`src/rtl/brick_mover.sv`:
```
// brick_mover: active-brick controller proposing moves to an external checker.
// Optional lock delay on resting bricks: define BRICK_MOVER_LOCK_DELAY_EN.
module brick_mover #(
  parameter int XW         = 4,
  parameter int YW         = 5,
  parameter int NUM_TYPES  = 7,
  parameter int SPAWN_X    = 6,
  parameter int SPAWN_Y    = 18,
  parameter int DROP_TICKS = 8,
  parameter int LOCK_TICKS = 2
) (
  input  logic          clk,
  input  logic          rst_n,
  input  logic          cmd_valid,
  input  logic [2:0]    cmd,
  output logic          cmd_ready,
  input  logic          tick,
  output logic [XW-1:0] try_x,
  output logic [YW-1:0] try_y,
  output logic [1:0]    try_dir,
  output logic [2:0]    try_type,
  input  logic          collided,
  output logic [XW-1:0] cur_x,
  output logic [YW-1:0] cur_y,
  output logic [1:0]    cur_dir,
  output logic [2:0]    cur_type,
  output logic          done,
  output logic          done_ok,
  output logic          place_valid,
  output logic          game_over
);

  typedef enum logic [2:0] {
    S_IDLE,
    S_CHECK,
    S_PLACE,
    S_SPAWN,
    S_OVER
  } state_e;

  localparam logic [2:0] C_LEFT  = 3'd0;
  localparam logic [2:0] C_RIGHT = 3'd1;
  localparam logic [2:0] C_DOWN  = 3'd2;
  localparam logic [2:0] C_CW    = 3'd3;
  localparam logic [2:0] C_CCW   = 3'd4;
  localparam logic [2:0] C_CYC   = 3'd5;
  localparam logic [2:0] C_HARD  = 3'd6;
  localparam logic [2:0] C_PLACE = 3'd7;

  localparam logic [2:0] NT = 3'(NUM_TYPES);

  // One counter width serves both the gravity and the lock counters.
  localparam int TMAX =
    (DROP_TICKS > LOCK_TICKS) ? DROP_TICKS : LOCK_TICKS;
  localparam int CW = (TMAX > 1) ? $clog2(TMAX) : 1;

  localparam logic [CW-1:0] G_LAST = CW'(DROP_TICKS - 1);
  localparam logic [XW-1:0] SX     = XW'(SPAWN_X);
  localparam logic [YW-1:0] SY     = YW'(SPAWN_Y);

  state_e        state_q;
  logic [2:0]    op_q;
  logic          grav_op_q;
  logic          hold_done_q;
  logic [XW-1:0] cur_x_q;
  logic [YW-1:0] cur_y_q;
  logic [1:0]    cur_dir_q;
  logic [2:0]    cur_type_q;
  logic [XW-1:0] try_x_q;
  logic [YW-1:0] try_y_q;
  logic [1:0]    try_dir_q;
  logic [2:0]    try_type_q;
  logic          done_q;
  logic          done_ok_q;
  logic          place_q;
  logic          over_q;
  logic [CW-1:0] gcnt_q;
  logic          grav_pend_q;

`ifdef BRICK_MOVER_LOCK_DELAY_EN
  localparam logic [CW-1:0] L_LAST = CW'(LOCK_TICKS - 1);
  logic          lock_act_q;
  logic          lock_fire_q;
  logic [CW-1:0] lcnt_q;
`endif

  logic          grav_fire;
  logic          grav_req;
  logic [2:0]    nxt_type;
  logic [XW-1:0] cand_x;
  logic [YW-1:0] cand_y;
  logic [1:0]    cand_dir;
  logic [2:0]    cand_type;
  logic          guard;

  // A tick completing the count this cycle already blocks commands.
  assign grav_fire = tick && !grav_pend_q &&
                     (state_q != S_OVER) && (gcnt_q == G_LAST);
  assign grav_req  = grav_pend_q || grav_fire;

`ifdef BRICK_MOVER_LOCK_DELAY_EN
  assign cmd_ready = (state_q == S_IDLE) && !grav_req &&
                     !lock_fire_q;
`else
  assign cmd_ready = (state_q == S_IDLE) && !grav_req;
`endif

  assign try_x       = try_x_q;
  assign try_y       = try_y_q;
  assign try_dir     = try_dir_q;
  assign try_type    = try_type_q;
  assign cur_x       = cur_x_q;
  assign cur_y       = cur_y_q;
  assign cur_dir     = cur_dir_q;
  assign cur_type    = cur_type_q;
  assign done        = done_q;
  assign done_ok     = done_ok_q;
  assign place_valid = place_q;
  assign game_over   = over_q;

  // Candidate brick for the incoming command plus the lower-bound guard.
  always_comb begin
    nxt_type  = (cur_type_q == NT) ? 3'd1 : cur_type_q + 3'd1;
    cand_x    = cur_x_q;
    cand_y    = cur_y_q;
    cand_dir  = cur_dir_q;
    cand_type = cur_type_q;
    guard     = 1'b0;
    unique case (cmd)
      C_LEFT: begin
        cand_x = cur_x_q - XW'(1);
        guard  = (cur_x_q == '0);
      end
      C_RIGHT: cand_x = cur_x_q + XW'(1);
      C_DOWN: begin
        cand_y = cur_y_q - YW'(1);
        guard  = (cur_y_q == '0);
      end
      C_HARD:  cand_y    = cur_y_q - YW'(1);
      C_CW:    cand_dir  = cur_dir_q + 2'd1;
      C_CCW:   cand_dir  = cur_dir_q - 2'd1;
      C_CYC:   cand_type = nxt_type;
      C_PLACE: cand_type = cur_type_q;
      default: cand_type = cur_type_q;
    endcase
  end

  // Tick counters and the brick FSM; all outputs are registered.
  always_ff @(posedge clk or negedge rst_n) begin
    if (!rst_n) begin
      state_q     <= S_IDLE;
      op_q        <= C_LEFT;
      grav_op_q   <= 1'b0;
      hold_done_q <= 1'b0;
      cur_x_q     <= SX;
      cur_y_q     <= SY;
      cur_dir_q   <= 2'd0;
      cur_type_q  <= 3'd1;
      try_x_q     <= SX;
      try_y_q     <= SY;
      try_dir_q   <= 2'd0;
      try_type_q  <= 3'd1;
      done_q      <= 1'b0;
      done_ok_q   <= 1'b0;
      place_q     <= 1'b0;
      over_q      <= 1'b0;
      gcnt_q      <= '0;
      grav_pend_q <= 1'b0;
`ifdef BRICK_MOVER_LOCK_DELAY_EN
      lock_act_q  <= 1'b0;
      lock_fire_q <= 1'b0;
      lcnt_q      <= '0;
`endif
    end else begin
      done_q    <= 1'b0;
      done_ok_q <= 1'b0;
      place_q   <= 1'b0;

      if (tick && (state_q != S_OVER) && !grav_pend_q) begin
        if (grav_fire) begin
          gcnt_q      <= '0;
          grav_pend_q <= 1'b1;
        end else begin
          gcnt_q <= gcnt_q + CW'(1);
        end
      end

`ifdef BRICK_MOVER_LOCK_DELAY_EN
      if (tick && (state_q != S_OVER) && lock_act_q) begin
        if (lcnt_q == L_LAST) begin
          lcnt_q      <= '0;
          lock_act_q  <= 1'b0;
          lock_fire_q <= 1'b1;
        end else begin
          lcnt_q <= lcnt_q + CW'(1);
        end
      end
`endif

      unique case (state_q)
        S_IDLE: begin
`ifdef BRICK_MOVER_LOCK_DELAY_EN
          if (lock_fire_q) begin
            lock_fire_q <= 1'b0;
            grav_op_q   <= 1'b1;
            hold_done_q <= 1'b0;
            place_q     <= 1'b1;
            state_q     <= S_PLACE;
          end else
`endif
          if (grav_req) begin
            grav_pend_q <= 1'b0;
            grav_op_q   <= 1'b1;
            op_q        <= C_DOWN;
            if (cur_y_q == '0) begin
              hold_done_q <= 1'b0;
              place_q     <= 1'b1;
              state_q     <= S_PLACE;
            end else begin
              try_x_q    <= cur_x_q;
              try_y_q    <= cur_y_q - YW'(1);
              try_dir_q  <= cur_dir_q;
              try_type_q <= cur_type_q;
              state_q    <= S_CHECK;
            end
          end else if (cmd_valid) begin
            grav_op_q <= 1'b0;
            op_q      <= cmd;
            if ((cmd == C_PLACE) ||
                ((cmd == C_HARD) && (cur_y_q == '0))) begin
              hold_done_q <= 1'b1;
              place_q     <= 1'b1;
              state_q     <= S_PLACE;
            end else if (guard) begin
              done_q <= 1'b1;
            end else begin
              try_x_q    <= cand_x;
              try_y_q    <= cand_y;
              try_dir_q  <= cand_dir;
              try_type_q <= cand_type;
              state_q    <= S_CHECK;
            end
          end
        end

        S_CHECK: begin
          if (!collided) begin
            cur_x_q    <= try_x_q;
            cur_y_q    <= try_y_q;
            cur_dir_q  <= try_dir_q;
            cur_type_q <= try_type_q;
            if (!grav_op_q && (op_q == C_HARD)) begin
              if (try_y_q == '0) begin
                hold_done_q <= 1'b1;
                place_q     <= 1'b1;
                state_q     <= S_PLACE;
              end else begin
                try_y_q <= try_y_q - YW'(1);
              end
            end else begin
              done_q    <= !grav_op_q;
              done_ok_q <= !grav_op_q;
              state_q   <= S_IDLE;
`ifdef BRICK_MOVER_LOCK_DELAY_EN
              if (op_q != C_CYC) begin
                lock_act_q  <= 1'b0;
                lock_fire_q <= 1'b0;
                lcnt_q      <= '0;
              end
`endif
            end
          end else if (!grav_op_q && (op_q == C_HARD)) begin
            hold_done_q <= 1'b1;
            place_q     <= 1'b1;
            state_q     <= S_PLACE;
          end else if (grav_op_q) begin
`ifdef BRICK_MOVER_LOCK_DELAY_EN
            if (!lock_act_q && !lock_fire_q) begin
              lock_act_q <= 1'b1;
              lcnt_q     <= '0;
            end
            state_q <= S_IDLE;
`else
            hold_done_q <= 1'b0;
            place_q     <= 1'b1;
            state_q     <= S_PLACE;
`endif
          end else begin
            done_q  <= 1'b1;
            state_q <= S_IDLE;
          end
        end

        S_PLACE: begin
          try_x_q     <= SX;
          try_y_q     <= SY;
          try_dir_q   <= 2'd0;
          try_type_q  <= nxt_type;
          done_q      <= hold_done_q;
          done_ok_q   <= hold_done_q;
          hold_done_q <= 1'b0;
          state_q     <= S_SPAWN;
`ifdef BRICK_MOVER_LOCK_DELAY_EN
          lock_act_q  <= 1'b0;
          lock_fire_q <= 1'b0;
          lcnt_q      <= '0;
`endif
        end

        S_SPAWN: begin
          if (!collided) begin
            cur_x_q    <= try_x_q;
            cur_y_q    <= try_y_q;
            cur_dir_q  <= try_dir_q;
            cur_type_q <= try_type_q;
            state_q    <= S_IDLE;
          end else begin
            over_q  <= 1'b1;
            state_q <= S_OVER;
          end
        end

        S_OVER: begin
          state_q <= S_OVER;
        end

        default: begin
          state_q <= S_IDLE;
        end
      endcase
    end
  end

endmodule

```
`config.mk`:
```
export PLATFORM = sky130hd
export DESIGN_NAME = brick_mover
export DESIGN_NICKNAME = d
export VERILOG_FILES = /design/src/rtl/brick_mover.sv
export SDC_FILE = /design/constraint.sdc
export NUM_CORES = 1
export LEC_CHECK = 0
export BUFFER_PORTS_ARGS = -buffer_cell sky130_fd_sc_hd__buf_2
export CAP_MARGIN = 40
export CORE_MARGIN = 4
export CORE_UTILIZATION = 45
export DETAILED_ROUTE_END_ITERATION = 8
export GPL_ROUTABILITY_DRIVEN = 1
export PLACE_DENSITY = 0.66
export SETUP_SLACK_MARGIN = 0.3
export SYNTH_ARGS = -nofsm -noshare
export SYNTH_HDL_FRONTEND = slang
export SYNTH_SLANG_ARGS = --single-unit
```
`constraint.sdc`:
```
create_clock -name clk -period 3.1 [get_ports clk]
set_clock_uncertainty 0.2 [all_clocks]
set_input_delay 0.62 -clock clk [delete_from_list [all_inputs] [get_ports clk]]
set_output_delay 0.62 -clock clk [all_outputs]
set_load 0.02 [all_outputs]
```
=== After elaboration in Yosys (flattened, before gate mapping) ===
Index checks and enable logic that the tools add are counted.

* $add $sub $neg: 8
* Equality and inequality tests: 29
* Muxes and demuxes: 85
* Bitwise logic cells: 1
* Reductions and logical operators: 30

{| class="wikitable"
|+ Operators with widths
! kind !! number
|-
| $mux 3 || 18
|-
| $mux 5 || 9
|-
| $mux 1 || 33
|-
| $eq 3x3->1 const B || 8
|-
| $ne 3x3->1 const B || 8
|-
| $mux 4 || 5
|-
| $mux 2 || 8
|-
| $pmux 4 s2 || 2
|-
| $pmux 3 s5 || 1
|-
| $pmux 5 s3 || 1
|-
| $eq 3x2->1 const B || 4
|-
| $logic_not 5->1 || 2
|-
| $sub 5x1->5 const B || 2
|-
| $logic_and 1x1->1 || 8
|-
| $pmux 2 s2 || 2
|-
| $reduce_and 8->1 || 1
|-
| $reduce_and 7->1 || 1
|-
| $add 3x1->3 const B || 2
|-
| $eq 3x1->1 const B || 2
|-
| $logic_not 3->1 || 2
|-
| $ne 2x2->1 const B || 3
|-
| $ne 3x2->1 const B || 2
|-
| $pmux 1 s2 || 3
|-
| $pmux 1 s3 || 2
|-
| 17 further kinds || 24
|}

* Flip-flop bits (word level): 44
* Input port bits: 8
* Output and inout port bits: 33
* Word-level logic and storage cells: 171

=== Longest topological paths before layout ===
* Word-level depth: 8
* Gate-level depth with buffers: 9
* Mapped depth without buffers: 9

=== Worst setup path after synthesis ===
No wires, ideal clock.

* Path type: input -> register
* Start point: in cmd[0]
* End point: reg try_x_q[3], in the netlist try_x[3]
* Library setup time: 0.122 ns
* Arrival: 2.201 ns
* Required time: 2.778 ns
* Setup slack: 0.577 ns
* Stages on the path: 9
* Buffers on the path: 1
* Cells stage by stage: clkbuf_1 -> nand2_1 -> ha_1 -> a21o_1 -> a21oi_1 -> xnor2_1 -> nor2_1 -> xor2_1 -> a32o_1

* Word-level cells in the longest chain between the ends: 7
* Elaborated cells on any way between the ends: 17
* Classes of those cells: eq/ne (6); mux (7); reduce/logical (4)

{| class="wikitable"
|+ RTL lines
! item !! RTL line !! source
|-
| from (decl) || 15 || <nowiki>input logic [2:0] cmd,</nowiki>
|-
| $eq 3x1->1 / $logic_not 3->1 (equally long branches) || 129 || <nowiki>unique case (cmd)</nowiki>
|-
| $pmux 4 s2 || 129 ||
|-
| $mux 4 || 234 || <nowiki>end else if (guard) begin</nowiki>
|-
| $mux 4 || 229 || <nowiki>if ((cmd == C_PLACE) ||</nowiki>
|-
| $mux 4 || 226 || <nowiki>end else if (cmd_valid) begin</nowiki>
|-
| $mux 4 || 211 || <nowiki>if (grav_req) begin</nowiki>
|-
| $pmux 4 s2 || 200 || <nowiki>unique case (state_q)</nowiki>
|-
| to (signal assigned) || 220 || <nowiki>try_x_q <= cur_x_q;</nowiki>
|-
| to (signal assigned) || 237 || <nowiki>try_x_q <= cand_x;</nowiki>
|-
| to (decl) || 69 || <nowiki>logic [XW-1:0] try_x_q;</nowiki>
|}

Several ways; a longest one is shown, not always the timed one. The select of a mux whose other input is x is not followed.
A chain may end at the register's enable or synchronous reset.

=== Final worst setup path ===
* Start point: reg state_q[1]
* End point: out cmd_ready

* Word-level cells in the longest chain between the ends: 6
* Elaborated cells on any way between the ends: 7
* Classes of those cells: eq/ne (1); reduce/logical (6)

{| class="wikitable"
|+ RTL lines
! item !! RTL line !! source
|-
| from (decl) || 61 || <nowiki>state_e state_q;</nowiki>
|-
| from (signal assigned) || 151 || <nowiki>state_q <= S_IDLE;</nowiki>
|-
| from (signal assigned) || 218 || <nowiki>state_q <= S_PLACE;</nowiki>
|-
| from (signal assigned) || 224 || <nowiki>state_q <= S_CHECK;</nowiki>
|-
| $ne 3x3->1 || 98 || <nowiki>(state_q != S_OVER) && (gcnt_q == G_LAST);</nowiki>
|-
| $logic_and 1x1->1 || 97 || <nowiki>assign grav_fire = tick && !grav_pend_q &&</nowiki>
|-
| $logic_and 1x1->1 || 98 ||
|-
| $logic_or 1x1->1 || 99 || <nowiki>assign grav_req = grav_pend_q || grav_fire;</nowiki>
|-
| $logic_not 1->1 || 105 || <nowiki>assign cmd_ready = (state_q == S_IDLE) && !grav_req;</nowiki>
|-
| $logic_and 1x1->1 (*) || 105 ||
|-
| to (decl) || 16 || <nowiki>output logic cmd_ready,</nowiki>
|}

Every way passes the cells marked *; elsewhere a longest branch is shown, timed or not.

==> results.cfg <==
[power]
power.density_cell_area_nw_per_um2 = 1159
power.ir.vdd_worst_uv = 557.8
power_mw = 3.422
power_leakage_nw = 1.383

[clock_tree]
clk_pin_slew_ps = 90
clock_insertion_delay_worst_skew_ps = 300
clock-sinks = 44
tritoncts = yes
cts_bufs_inserted = 5
cts_post_setup_buffers_inserted = 0
cts_max_path_buffers = 2
cts_root_buffer = sky130_fd_sc_hd__clkbuf_8
clock_tree.htree_level_count = 2

[global_route]
globalRouteOverflowTotal = 0
grt_util_all_layers = 0.1827
via_count_of_the_first_global_routing_pass = 1994
grt_antenna_before_repair = 0
largest_net_degree_at_the_start_of_global_routing = 26
global_route_wire_length_before_repair_um = 9597

[finish]
diodes = 0
drive_gt1_frac = 0.3069
area.growth.synth_to_final_pct = 18.36
most-common-layout-cells = sky130_fd_sc_hd__buf_2 (40), sky130_fd_sc_hd__dfrtp_1 (33), sky130_fd_sc_hd__nand2_1 (23)
final_cell_utilization_of_the_core = 0.5635
finalNetCount = 308
mostFrequentLayoutCell = sky130_fd_sc_hd__buf_2
fillCellCount = 481

[critical_path]
path_class = flop to primary output
worstPathMaxFanout = 8
element_type_at_the_critical_path_start = flop
setup.worst_path.end_class = primary output
timing.critical_path.required_ps = 2280
arrival_ps = 1890

[sta]
measured_slew_at_the_worst_slew_check_pin_ps = 652.1
fmax_ghz = 0.3687
final.min_clock_period_ps = 2713
holdWs_ps = 62.01
max_slew_margin = 0.5613
timing_hold_violations_final = 0
finalSetupViolCount = 0
setup_total_negative_slack_ps = 0
timing_max_transition_violations_final = 0
finalCritPeriodShare = 0.8750
rsz0062_at_grt = no

[route]
drc = 0
detail_route.wl_per_cell_um = 15.91
drt-total-wl_um = 5728
drt_first_iter_violations = 181
routed_via_density = 5.603
detailroute.via_count = 2017
antenna_left = 0
drt_first_pass_iters = 4

[floorplan]
io-pin-count = 41
die-height_um = 82.44
core-area_um2 = 5238
floorplan.initialDensity = 0.4761
dieWidth_um = 82.44
dieArea_um2 = 6796
row_count = 26

[synthesis]
yosys.area_share.simple = 0.1591
synth-seq-cells = 44
yosys.cell_types.count = 54
yosysWarnings = 0
post_synth_mux_area_share = 0.08530
synthFlopType = sky130_fd_sc_hd__dfrtp_1
yosys.area_share.xor_xnor = 0.03864
post_synth_net_total = 262
post_synth_inst_count = 243
synthAdderAreaFrac = 0.05820
synth_top_family_by_area = compound AO/OA/AOI/OAI gates
synth_compound_area_frac = 0.1811
synth-seq-area-share = 0.4466
synth-edff-count = 0
synth_area_um2 = 2494
async_flop_share = 1.000
synthesis.area_per_instance_um2 = 10.26

[worst_hold_path]
hold_path.class = primary input to asynchronous set/reset pin

[placed_design]
place_congestion = 0.8484
port_buffers = 40
hpwl_um = 4229

[job]
timing.max_cap.violations = 0

[outcome]
run_status = finished clean
==> cell usage after synthesis (all sizes together) (3+ instances only) <==
master | instances | area share
dfstp | 10 | 0.11
a31oi | 4 | 0.016
o21ai | 14 | 0.033
a32o | 4 | 0.016
o211ai | 3 | 0.0090
nand2 | 24 | 0.039
mux2i | 4 | 0.016
inv | 10 | 0.015
a21o | 3 | 0.0090
nand3 | 3 | 0.0060
a21oi | 10 | 0.020
mux2 | 15 | 0.069
xor2 | 5 | 0.018
o22ai | 3 | 0.0075
clkbuf | 6 | 0.0090
dfrtp | 34 | 0.34
nor3 | 5 | 0.010
xnor2 | 6 | 0.021
nand2b | 6 | 0.015
nor2 | 22 | 0.033
buf | 3 | 0.0070
a22o | 3 | 0.011
ha | 10 | 0.050
o31ai | 6 | 0.018
==> worst paths after layout <==
| path | from | slack, ps | cells past startpoint | end |
|---|---|---|---|---|
| hold reg to reg | game_over | 270 | 1 | game_over |
| hold / removal | rst_n | 60 | 1 | game_over |
| setup / recovery | state_q[1] | 390 | 4 | cmd_ready |
| setup reg to reg | gcnt_q[0] | 610 | 7 | hold_done_q |
| min in group clk | game_over | 270 | 1 | game_over |
| max in group asynchronous | rst_n | 2060 | 2 | try_x[2] |
==> worst max-delay path, cell delays in order (launching register included) <==
cell and delay (ps):
sky130_fd_sc_hd__dfrtp_1 500, sky130_fd_sc_hd__or3b_4 450, sky130_fd_sc_hd__a31oi_4 330, sky130_fd_sc_hd__and2_1 170, sky130_fd_sc_hd__buf_2 160
==> logic make-up after synthesis <==
| family | count (synthesis) |
|---|---|
| xor+xnor | 11 |
| flops | 44 |
| fa+ha+maj | 11 |
| simple gates | 78 |
| mux | 19 |
| buf+inv | 19 |
| compound gates | 61 |
==> cell type report <==
cell class	count	area, um^2	area share
clock buffers	6	72.57	0.02459
well taps	70	87.58	0.02967
inverters	10	37.54	0.01272
repair buffers	48	272.8	0.09241
clock inverters	2	60.06	0.02035
multi-input cells	180	1306	0.4426
flip-flops and latches	44	1115	0.3777
==> metal layers <==
layer,vias up,part of all wire,global-route usage
met5,-,0,0
met4,0,0.0059,0.03987
met3,4,0.047,0.03254
met2,56,0.48,0.3061
met1,983,0.46,0.2465
li1,974,-,-
==> power by group <==
| group | internal (mW) | switching (mW) | total [mW] |
|---|---|---|---|
| clock network | 0.322 | 0.197 | 0.520 |
| logic | 0.758 | 1.03 | 1.79 |
| registers | 0.863 | 0.251 | 1.11 |
| total | 1.94 | 1.48 | 3.42 |
==> registers in the layout (all words and copies together) (netlist names), 2 cells and up, named ones only <==
signal    count
cur_y         5
try_y         5
cur_x         4
try_x         4
cur_type      3
gcnt_q        3
op_q          3
state_q       3
try_type      3
cur_dir       2
try_dir       2
==> stage by stage <==
step                cell area [um^2]  setup slack [ps]  cells
floorplan                       2494             577.2    243
global placement                2794             579.5    351
detailed placement              2814             461.3    352
CTS                             2947             347.5    360
global route                    2952             314.6    360
finish                          2952             387.4    360
==> timing repair <==
item | CTS | global route
resized for setup | 0 | 2
hold buffers | 0 | 0
setup endpoints to repair | 0 | 2
Note: power is estimated with default switching activity, not from simulation.
